**config.mk**
```make
export PLATFORM = sky130hd
export DESIGN_NAME = pipe_stage_chain_flat
export DESIGN_NICKNAME = d
export VERILOG_FILES = /design/src/rtl/pipe_stage_chain_pkg.sv /design/src/rtl/pipe_stage_chain_if.sv /design/src/rtl/pipe_stage_chain_slot.sv /design/src/rtl/pipe_stage_chain.sv /design/src/flat_wrapper.sv
export SDC_FILE = /design/constraint.sdc
export NUM_CORES = 1
export LEC_CHECK = 0
export ABC_AREA = 1
export CAP_MARGIN = 0
export CORE_MARGIN = 2
export CORE_UTILIZATION = 40
export CTS_CLUSTER_SIZE = 30
export DETAILED_ROUTE_END_ITERATION = 10
export GPL_ROUTABILITY_DRIVEN = 0
export PLACE_DENSITY = 0.81
export SLEW_MARGIN = 20
export SYNTH_ARGS = -nofsm -noshare
export SYNTH_HDL_FRONTEND = slang
export SYNTH_SLANG_ARGS = --single-unit
```
**constraint.sdc**
```tcl
create_clock -name CLK -period 1.2 [get_ports CLK]
set_clock_uncertainty 0.05 [all_clocks]
set_input_delay 0.24 -clock CLK [delete_from_list [all_inputs] [get_ports CLK]]
set_output_delay 0.24 -clock CLK [all_outputs]
set_load 0.005 [all_outputs]
```
**src/rtl/pipe_stage_chain_pkg.sv**
```systemverilog
// pipe_pkg: shared constants, types and helpers for pipe_stage_chain.
//   PIPE_MAX_DEPTH - largest supported number of register slots
//   pipe_cnt_t     - 32-bit statistics counter type
//   occ_width()    - bit width needed to count 0..depth valid slots
package pipe_pkg;

  localparam int unsigned PIPE_MAX_DEPTH = 8;

  typedef logic [31:0] pipe_cnt_t;

  function automatic int unsigned occ_width(input int unsigned depth);
    return $clog2(depth + 1);
  endfunction

endpackage

```
**src/rtl/pipe_stage_chain_if.sv**
```systemverilog
// pipe_stage_chain_if: handshake bundle around a pipe_stage_chain.
//   flush                      - squash all slot contents
//   in_valid/in_data/in_ready  - upstream valid/ready handshake
//   out_valid/out_data/out_ready - downstream valid/ready handshake
//   occ, stall_cnt             - statistics (zero unless PIPE_STATS_EN)
// Modports: master = the surrounding stages / bench, slave = the chain.
interface pipe_stage_chain_if
  import pipe_pkg::*;
#(
  parameter int unsigned WIDTH = 32,
  parameter int unsigned DEPTH = 1
);

  localparam int unsigned OCC_W = occ_width(DEPTH);

  logic             flush;
  logic             in_valid;
  logic [WIDTH-1:0] in_data;
  logic             in_ready;
  logic             out_valid;
  logic [WIDTH-1:0] out_data;
  logic             out_ready;
  logic [OCC_W-1:0] occ;
  pipe_cnt_t        stall_cnt;

  modport master (
    output flush, in_valid, in_data, out_ready,
    input  in_ready, out_valid, out_data, occ, stall_cnt
  );

  modport slave (
    input  flush, in_valid, in_data, out_ready,
    output in_ready, out_valid, out_data, occ, stall_cnt
  );

endinterface

```
**src/rtl/pipe_stage_chain_slot.sv**
```systemverilog
// pipe_slot: one payload register with its valid bit.
//   clk, rst - clock, synchronous active-high reset (data <= RESET_VAL)
//   clr      - drop the valid bit, data holds (wins over load)
//   load     - capture d and mark valid
//   q, vld   - registered payload and valid bit
// With neither clr nor load the slot holds both fields.
module pipe_slot #(
  parameter int unsigned      WIDTH     = 32,
  parameter logic [WIDTH-1:0] RESET_VAL = '0
) (
  input  logic             clk,
  input  logic             rst,
  input  logic             load,
  input  logic             clr,
  input  logic [WIDTH-1:0] d,
  output logic [WIDTH-1:0] q,
  output logic             vld
);

  logic [WIDTH-1:0] data_d, data_q;
  logic             vld_d, vld_q;

  always_comb begin
    data_d = data_q;
    vld_d  = vld_q;
    if (clr) begin
      vld_d = 1'b0;
    end else if (load) begin
      vld_d  = 1'b1;
      data_d = d;
    end
  end

  always_ff @(posedge clk) begin
    if (rst) begin
      data_q <= RESET_VAL;
      vld_q  <= 1'b0;
    end else begin
      data_q <= data_d;
      vld_q  <= vld_d;
    end
  end

  assign q   = data_q;
  assign vld = vld_q;

endmodule

```
**src/rtl/pipe_stage_chain.sv**
```systemverilog
// pipe_stage_chain: parametrised inter-stage register chain with
// valid/ready handshake and bubble collapsing.
//   CLK  - clock, all state updates on posedge
//   RST  - synchronous active-high reset, slots load RESET_VAL, invalid
//   bus  - pipe_stage_chain_if.slave: flush, in_* (upstream), out_* (downstream),
//          occ / stall_cnt statistics
// Slot 0 is the input side; slot DEPTH-1 drives out_data/out_valid directly.
// An empty slot accepts its source even while downstream is stalled.
// in_ready depends combinationally on out_ready.
// Optional feature macro: PIPE_STATS_EN enables the occ/stall_cnt counters;
// otherwise both outputs are tied to zero.
module pipe_stage_chain
  import pipe_pkg::*;
#(
  parameter int unsigned      WIDTH     = 32,
  parameter int unsigned      DEPTH     = 1,
  parameter logic [WIDTH-1:0] RESET_VAL = '0
) (
  input logic               CLK,
  input logic               RST,
  pipe_stage_chain_if.slave bus
);

  localparam int unsigned OCC_W = occ_width(DEPTH);

  logic [DEPTH-1:0] slot_vld;
  logic [WIDTH-1:0] slot_data [DEPTH];
  logic [DEPTH-1:0] adv;
  logic [DEPTH-1:0] src_vld;
  logic [WIDTH-1:0] src_data [DEPTH];
  logic [DEPTH-1:0] load;
  logic [DEPTH-1:0] clr;
  logic             all_v;

  // adv[i] = !vld[i] | adv[i+1] unrolled from the output side: a slot may
  // advance when out_ready is high or any slot from i to the output is empty.
  // Accumulating in a local keeps the chain free of self-referencing vectors.
  always_comb begin
    all_v = 1'b1;
    adv   = '0;
    for (int unsigned k = 0; k < DEPTH; k++) begin
      all_v              = all_v & slot_vld[DEPTH-1-k];
      adv[DEPTH-1-k]     = !all_v | bus.out_ready;
    end
  end

  always_comb begin
    src_vld     = '0;
    src_vld[0]  = bus.in_valid;
    src_data[0] = bus.in_data;
    for (int unsigned k = 1; k < DEPTH; k++) begin
      src_vld[k]  = slot_vld[k-1];
      src_data[k] = slot_data[k-1];
    end
    for (int unsigned k = 0; k < DEPTH; k++) begin
      load[k] = !bus.flush & adv[k] & src_vld[k];
      clr[k]  = bus.flush | (adv[k] & !src_vld[k]);
    end
  end

  for (genvar g = 0; g < DEPTH; g++) begin : g_slot
    pipe_slot #(
      .WIDTH     (WIDTH),
      .RESET_VAL (RESET_VAL)
    ) u_slot (
      .clk  (CLK),
      .rst  (RST),
      .load (load[g]),
      .clr  (clr[g]),
      .d    (src_data[g]),
      .q    (slot_data[g]),
      .vld  (slot_vld[g])
    );
  end

  always_comb begin
    bus.in_ready  = adv[0] & !bus.flush;
    bus.out_valid = slot_vld[DEPTH-1];
    bus.out_data  = slot_data[DEPTH-1];
  end

`ifdef PIPE_STATS_EN
  logic [OCC_W-1:0] occ_d, occ_q;
  pipe_cnt_t        stall_cnt_d, stall_cnt_q;
  logic             in_xfer, out_xfer;

  always_comb begin
    in_xfer  = bus.in_valid & bus.in_ready;
    out_xfer = bus.out_valid & bus.out_ready;

    if (bus.flush) begin
      occ_d = '0;
    end else begin
      occ_d = occ_q + OCC_W'(in_xfer) - OCC_W'(out_xfer);
    end

    // Back-pressure cycles saturate; flush does not clear the count.
    stall_cnt_d = stall_cnt_q;
    if (bus.out_valid && !bus.out_ready && (stall_cnt_q != '1)) begin
      stall_cnt_d = stall_cnt_q + 32'd1;
    end
  end

  always_ff @(posedge CLK) begin
    if (RST) begin
      occ_q       <= '0;
      stall_cnt_q <= '0;
    end else begin
      occ_q       <= occ_d;
      stall_cnt_q <= stall_cnt_d;
    end
  end

  always_comb begin
    bus.occ       = occ_q;
    bus.stall_cnt = stall_cnt_q;
  end
`else
  always_comb begin
    bus.occ       = '0;
    bus.stall_cnt = '0;
  end
`endif

endmodule

```
**src/flat_wrapper.sv**
```systemverilog
// flat-port wrapper written by rule: the top's interface ports become plain ports
module pipe_stage_chain_flat import pipe_pkg::*;
#(
  parameter int unsigned      WIDTH     = 32,
  parameter int unsigned      DEPTH     = 1,
  parameter logic [WIDTH-1:0] RESET_VAL = '0
)
  (CLK, RST, bus_flush, bus_in_valid, bus_in_data, bus_out_ready, bus_in_ready, bus_out_valid, bus_out_data, bus_occ, bus_stall_cnt);
  pipe_stage_chain_if #(.WIDTH(WIDTH), .DEPTH(DEPTH)) bus_i ();
  input logic CLK;
  input logic RST;
  input wire logic [$bits(bus_i.flush)-1:0] bus_flush;
  input wire logic [$bits(bus_i.in_valid)-1:0] bus_in_valid;
  input wire logic [$bits(bus_i.in_data)-1:0] bus_in_data;
  input wire logic [$bits(bus_i.out_ready)-1:0] bus_out_ready;
  output wire logic [$bits(bus_i.in_ready)-1:0] bus_in_ready;
  output wire logic [$bits(bus_i.out_valid)-1:0] bus_out_valid;
  output wire logic [$bits(bus_i.out_data)-1:0] bus_out_data;
  output wire logic [$bits(bus_i.occ)-1:0] bus_occ;
  output wire logic [$bits(bus_i.stall_cnt)-1:0] bus_stall_cnt;
  assign bus_i.flush = bus_flush;
  assign bus_i.in_valid = bus_in_valid;
  assign bus_i.in_data = bus_in_data;
  assign bus_i.out_ready = bus_out_ready;
  assign bus_in_ready = bus_i.in_ready;
  assign bus_out_valid = bus_i.out_valid;
  assign bus_out_data = bus_i.out_data;
  assign bus_occ = bus_i.occ;
  assign bus_stall_cnt = bus_i.stall_cnt;
  pipe_stage_chain #(.WIDTH(WIDTH), .DEPTH(DEPTH), .RESET_VAL(RESET_VAL)) u_core (.CLK(CLK), .RST(RST), .bus(bus_i));
endmodule
```
==> results of run 1 <==
worst register-to-register path: stages (launching register included):
cell and delay (ps):
dfxtp_2 330, buf_6 130, nand2_8 90, nand3_4 160
clkbuf_16 220, nand2_2 60, inv_2 30, nor2_1 80
synthesized netlist by cell type, drive strengths merged:
master | instances | area share, %
inv | 99 | 19
conb | 1 | 0.19
nor3 | 1 | 0.25
nand2 | 65 | 12
a21oi | 2 | 0.51
nand4 | 32 | 10
clkbuf | 1 | 0.19
buf | 48 | 17
dfxtp | 33 | 33
nand3 | 1 | 0.89
nor2 | 32 | 6.1
registers in the layout, indices dropped and copies added, names as in the netlist:
| name | cells |
|---|---|
| u_core.g_slot.u_slot.vld | 1 |
| u_core.g_slot.u_slot.q | 32 |
kinds of logic after synthesis:
| family | synth area share [%] |
|---|---|
| compound gates | 0.506 |
| buf+inv | 36.1 |
| flops | 33.4 |
| other cells | 0.190 |
| simple gates | 29.8 |
through the flow:
step | setup slack, ps | utilization, %
finish | -3.69 | 62.1
global route | -60.4 | 62.1
CTS | 0.692 | 59.8
detailed placement | -457 | 56.5
global placement | -452 | 56.5
floorplan | 223 | -
cell type report:
class / count / area, um2
fill: 464 / 1800
timing repair buffer: 87 / 947
multi-input combinational: 166 / 797
sequential: 33 / 666
inverter: 99 / 374
clock buffer: 7 / 86.3
tap: 67 / 83.8
worst min-delay path by stage:
stage          slack (ps)  cells after the start                      endpoint                          from
5_1_grt               360                      3   u_core.g_slot[0].u_slot.vld                     bus_flush
6_report              340                      3   u_core.g_slot[0].u_slot.vld                     bus_flush
3_5_place_dp          440                      4  u_core.g_slot[0].u_slot.q[6]  u_core.g_slot[0].u_slot.q[6]
4_1_cts               330                      3   u_core.g_slot[0].u_slot.vld                     bus_flush
3_3_place_gp          450                      4  u_core.g_slot[0].u_slot.q[9]  u_core.g_slot[0].u_slot.q[9]
2_1_floorplan         270                      1   u_core.g_slot[0].u_slot.vld                           RST
timing repair:
item / in CTS / in global routing
endpoints found under the hold margin: 0 / 0
resized for setup: 50 / 39
buffers inserted: 1 / 1
hold buffers: 0 / 0
pin swaps: 4 / 33
gates cloned: 3 / 1
endpoints found under the setup margin: 66 / 33
layer usage:
layer	GRT usage [%]	up-vias	part of all wire (%)
met2	31.5	59	52
met1	20.8	852	41
met4	7.54	0	0.69
li1	-	996	-
met3	5.42	2	5.8
met5	0	-	0
power groups by stage:
stage / registers (W) / logic (W) / clock network [W]
final: 0.00121 / 0.000711 / 0.000834
after global routing: 0.00122 / 0.000804 / 0.000890
after CTS: 0.00121 / 0.000654 / 0.000869
after detailed placement: 0.00124 / 0.000658 / 0
after global placement: 0.00123 / 0.000648 / 0
after floorplan: 0.00124 / 0.000380 / 0
==> results.md, run 1 <==
- DR iter-0 viols: 51
- Post-route DRC: 0
- CP startpoint kind: register
- Logic pwr share: 25.8%
- Most common cell after layout, fill and taps aside: inv_1
- Yosys warning total: 0
- Clk root buf: clkbuf_8
- P_sw: 0.000754 W
- Total iterations of the first detailed-routing run: 4
- GRT Overall Usage: 18.1%
- Max Buffers Root-to-Sink: 2
- Non-filler cells, final: 459
- Initial antenna violation count: 0
- Flop pwr share: 43.9%
- Starting density of the core: 41.6%
- Worst path slowest cell: dfxtp_2
- RR Endpoint: u_core.g_slot[0].u_slot.q[1]
- Post-DP HPWL: 3.09 mm
- Worst Setup EP: u_core.g_slot[0].u_slot.q[1]
- Stages on worst setup path: 7
- Final setup viols: 1
- PD cells: 933 nW/um2
- Sequential area share after synthesis: 33.4%
- Status: finished with violations
- Final setup TNS: -3.69 ps
- Failing checks: setup timing
- Syn avg cell area: 6.28 um2
- Vias in the first global route: 1743
- # H-tree levels: 2
- WHS: 337 ps
- Post-Synthesis Cells: 315
- CTS tree: built
- CP top delay family: simple AND/OR/NAND/NOR gates
- Worst setup margin: -3.69 ps
- Total die area: 5520 um2
- Number of buffers created by CTS: 5
- Core area: 4750 um2
- Placed cells: 446
- Critical Path Sink Type: register
- CTS Sinks: 33
- Number of port buffers: 70
- Via-per-instance ratio: 4.16
- IO Pins: 104
- Total gr overflow: 0
- Period utilization: 100%
- Layout cell share with drive strength beyond 1: 17.6%
- Synth-to-Final Area Change: 49.3%
- Worst Reg-to-Reg Cells: 7
- Library cells used by synthesis: 16
- Drt total wl: 4.94 mm
- Crit path time final: 1200 ps
- Routed Antenna Nets: 0
- Via count: 1909
- Maximum net fanout on the critical path: 6
- Clk pwr share: 30.3%
- Reg2reg setup slack: -4 ps
- Die Y: 74.3 um
- CP arrival: 1370 ps
- Net Sw Frac: 27.4%
- Crit path from: u_core.g_slot[0].u_slot.vld
- Worst VDD drop: 515 uV
- Fmax: 831 MHz
- Slew Limit Fails: 0
- Die W: 74.3 um
- Largest net degree at the start of global routing: 33
- Reg clk slew, reported paths: 60 ps
- First-pass GRT wire length: 7.50 mm
- Mapped cell area: 1980 um2
- Worst r2r src: u_core.g_slot[0].u_slot.vld
- Overall power: 0.00276 W
- Clk Latency, worst-skew pair: 280 ps
- Most frequent cells in the layout: 84 x inv_1, 44 x nand2_1, 36 x dlygate4sd2_1, 33 x conb_1, 33 x clkdlybuf4s50_1
- CP Cell Sequence: buf_6 -> nand2_8 -> nand3_4 -> clkbuf_16 -> nand2_2 -> inv_2 -> nor2_1
- HP Class: in2reg
- WL per Instance: 10.8 um
- WS Path Type: reg2reg
- Max incr delay on CP: 330 ps
- CP bufs+invs: 3
- Final #Nets: 429
- RSZ-0062 raised after global routing: true
- Yosys reg bits: 33
- Max Cap Viol: 0
- Total internal power: 0.00200 W
- Row cnt: 25
- Leakage: 1.71 nW
- Ant. Diodes: 0
- Placement-stage cell area: 2690 um2
- Req. time, crit path: 1360 ps
- Final hold vios: 0
- Design area: 2950 um2
(Power assumes the default switching activity.)
==> run 2: changes to the inputs <==
--- a/config.mk
+++ b/config.mk
@@ -8,11 +8,11 @@
 export ABC_AREA = 1
 export CAP_MARGIN = 0
 export CORE_MARGIN = 2
-export CORE_UTILIZATION = 40
+export CORE_UTILIZATION = 36
 export CTS_CLUSTER_SIZE = 30
 export DETAILED_ROUTE_END_ITERATION = 10
 export GPL_ROUTABILITY_DRIVEN = 0
-export PLACE_DENSITY = 0.81
+export PLACE_DENSITY = 0.77
 export SLEW_MARGIN = 20
 export SYNTH_ARGS = -nofsm -noshare
 export SYNTH_HDL_FRONTEND = slang
==> constraint.sdc (replaced) <==
create_clock -name CLK -period 1.1 [get_ports CLK]
set_clock_uncertainty 0.05 [all_clocks]
set_input_delay 0.22 -clock CLK [delete_from_list [all_inputs] [get_ports CLK]]
set_output_delay 0.22 -clock CLK [all_outputs]
set_load 0.005 [all_outputs]
==> run 2 against run 1 <==
Against the previous run: sequential power increased by 11%; setup slack got worse by 19 ps; die area increased by 10%; clock power increased by 6.6%; the run still ends with setup timing left; non-clock buffer count decreased by 5; critical endpoint is now bus_in_ready; via count decreased by 2.5%.
==> results.md, run 2 (synthesis results as in run 1) <==
- Most common cell after layout, fill and taps aside: inv_1
- Failing checks: setup timing
- RSZ-0062 raised after global routing: true
- Routed Antenna Nets: 0 (unchanged)
- GRT Overall Usage: 14.8% (-3.3 points)
- IO Pins: 104 (unchanged)
- Worst setup margin: -22.6 ps (-18.9 ps)
- Number of port buffers: 70 (unchanged)
- CTS tree: built
- Max Buffers Root-to-Sink: 2 (unchanged)
- Total iterations of the first detailed-routing run: 6 (+2)
- Critical Path Sink Type: primary output
- Largest net degree at the start of global routing: 33 (unchanged)
- Req. time, crit path: 830 ps (-530 ps)
- Clk Latency, worst-skew pair: 270 ps (about the same)
- Final hold vios: 0 (unchanged)
- Max Cap Viol: 0 (unchanged)
- Leakage: 1.56 nW (-8.6%)
- Maximum net fanout on the critical path: 4 (-2)
- CP Cell Sequence: a21oi_2 -> buf_2
- Row cnt: 26 (+4.0%)
- Final setup viols: 1 (unchanged)
- Ant. Diodes: 0 (unchanged)
- Die Y: 78.1 um (+5.1%)
- Worst path slowest cell: dfxtp_2
- First-pass GRT wire length: 7.31 mm (-2.5%)
- Drt total wl: 4.38 mm (-11%)
- # H-tree levels: 2 (unchanged)
- Fmax: 891 MHz
- Slew Limit Fails: 0 (unchanged)
- Status: finished with violations
- Number of buffers created by CTS: 5 (unchanged)
- Vias in the first global route: 1744 (+0.057%)
- Via count: 1861 (-2.5%)
- DR iter-0 viols: 56 (+9.8%)
- Period utilization: 102%
- Non-filler cells, final: 457 (-0.44%)
- Worst VDD drop: 589 uV (+14%)
- FILL cells: 538 (+16%)
- Total die area: 6100 um2 (+10%)
- Most frequent cells in the layout: 97 x inv_1, 64 x nand2_1, 33 x conb_1, 33 x clkdlybuf4s50_1
- Overall power: 0.00288 W (+4.4%)
- Via-per-instance ratio: 4.07 (-2.1%)
- Total gr overflow: 0 (unchanged)
- CTS Sinks: 33 (unchanged)
- Core area: 5200 um2 (+9.5%)
- CP startpoint kind: register
- Synth-to-Final Area Change: 36.2%
- Starting density of the core: 38.0% (-3.6 points)
- Number of flip-flops in the largest register: 32 (unchanged)
- Final #Nets: 424 (-1.2%)
- CP arrival: 850 ps (-520 ps)
- Initial antenna violation count: 0 (unchanged)
- Max incr delay on CP: 340 ps (about the same)
- Layout cell share with drive strength beyond 1: 19.1% (+1.5 points)
- Placed cells: 448 (+0.45%)
- Post-DP HPWL: 3.14 mm (+1.5%)
- Die W: 78.1 um (+5.1%)
- Clk root buf: clkbuf_8
- Crit path time final: 1120 ps
- Reg clk slew, reported paths: 60 ps (about the same)
- PD cells: 1070 nW/um2 (+14%)
- WS Path Type: reg2out
- WL per Instance: 9.59 um (-11%)
- Post-Route Utilization: 51.8% (-10 points)
- Post-route DRC: 0 (unchanged)
- HP Class: in2reg
-- run 2: layout make-up --
type / instances / area [um2] / area share, %
clock buffer: 7 / 86.3 / 3.20
timing repair buffer: 82 / 728 / 27.0
inverter: 99 / 372 / 13.8
multi-input combinational: 166 / 727 / 27.0
tap: 70 / 87.6 / 3.25
sequential: 33 / 693 / 25.7
-- run 2: final timing paths --
path | cells after the start | startpoint | slack (ps) | to
max | 2 | u_core.g_slot[0].u_slot.vld | -20 | bus_in_ready
min | 3 | bus_flush | 340 | u_core.g_slot[0].u_slot.vld
max reg2reg | 6 | u_core.g_slot[0].u_slot.vld | 40 | u_core.g_slot[0].u_slot.q[16]
min reg2reg | 4 | u_core.g_slot[0].u_slot.q[23] | 460 | u_core.g_slot[0].u_slot.q[23]
-- run 2: stage by stage --
stage,hold slack [ps],area [um2],setup TNS (ps),setup WS [ps]
final,344,2690,-22.6,-22.6
after global routing,349,2690,-403,-79.4
after CTS,334,2800,-82.6,-38.6
after detailed placement,446,2680,-12520,-591
after global placement,445,2680,-12160,-582
after floorplan,247,2100,0,123
-- run 2: critical path, delay by kind of cell, from the launching register on --
kind,cells,cell delay (ps)
AOI/OAI and AO/OA,1,120
buffers and inverters,1,120
DFF,1,340
-- run 2: power breakdown --
group	internal, W	switching, W	total, W
registers	0.00129	0.0000429	0.00134
clock network	0.000496	0.000393	0.000889
logic	0.000334	0.000319	0.000653
-- run 2: routing by layer --
layer / wire length [um] / global-route usage, % / vias to the layer above
met4: 29 / 5.09 / 0
met5: 0 / 0 / -
met1: 1790 / 16.8 / 807
met3: 324 / 4.60 / 5
met2: 2230 / 26.4 / 68
li1: - / - / 981
-- run 2: timing repair --
item / CTS / global route
resized for setup: 99 / 29
buffers inserted: 1 / 1
hold buffers: 0 / 0
pin swaps: 1 / 0
endpoints found under the setup margin: 67 / 43
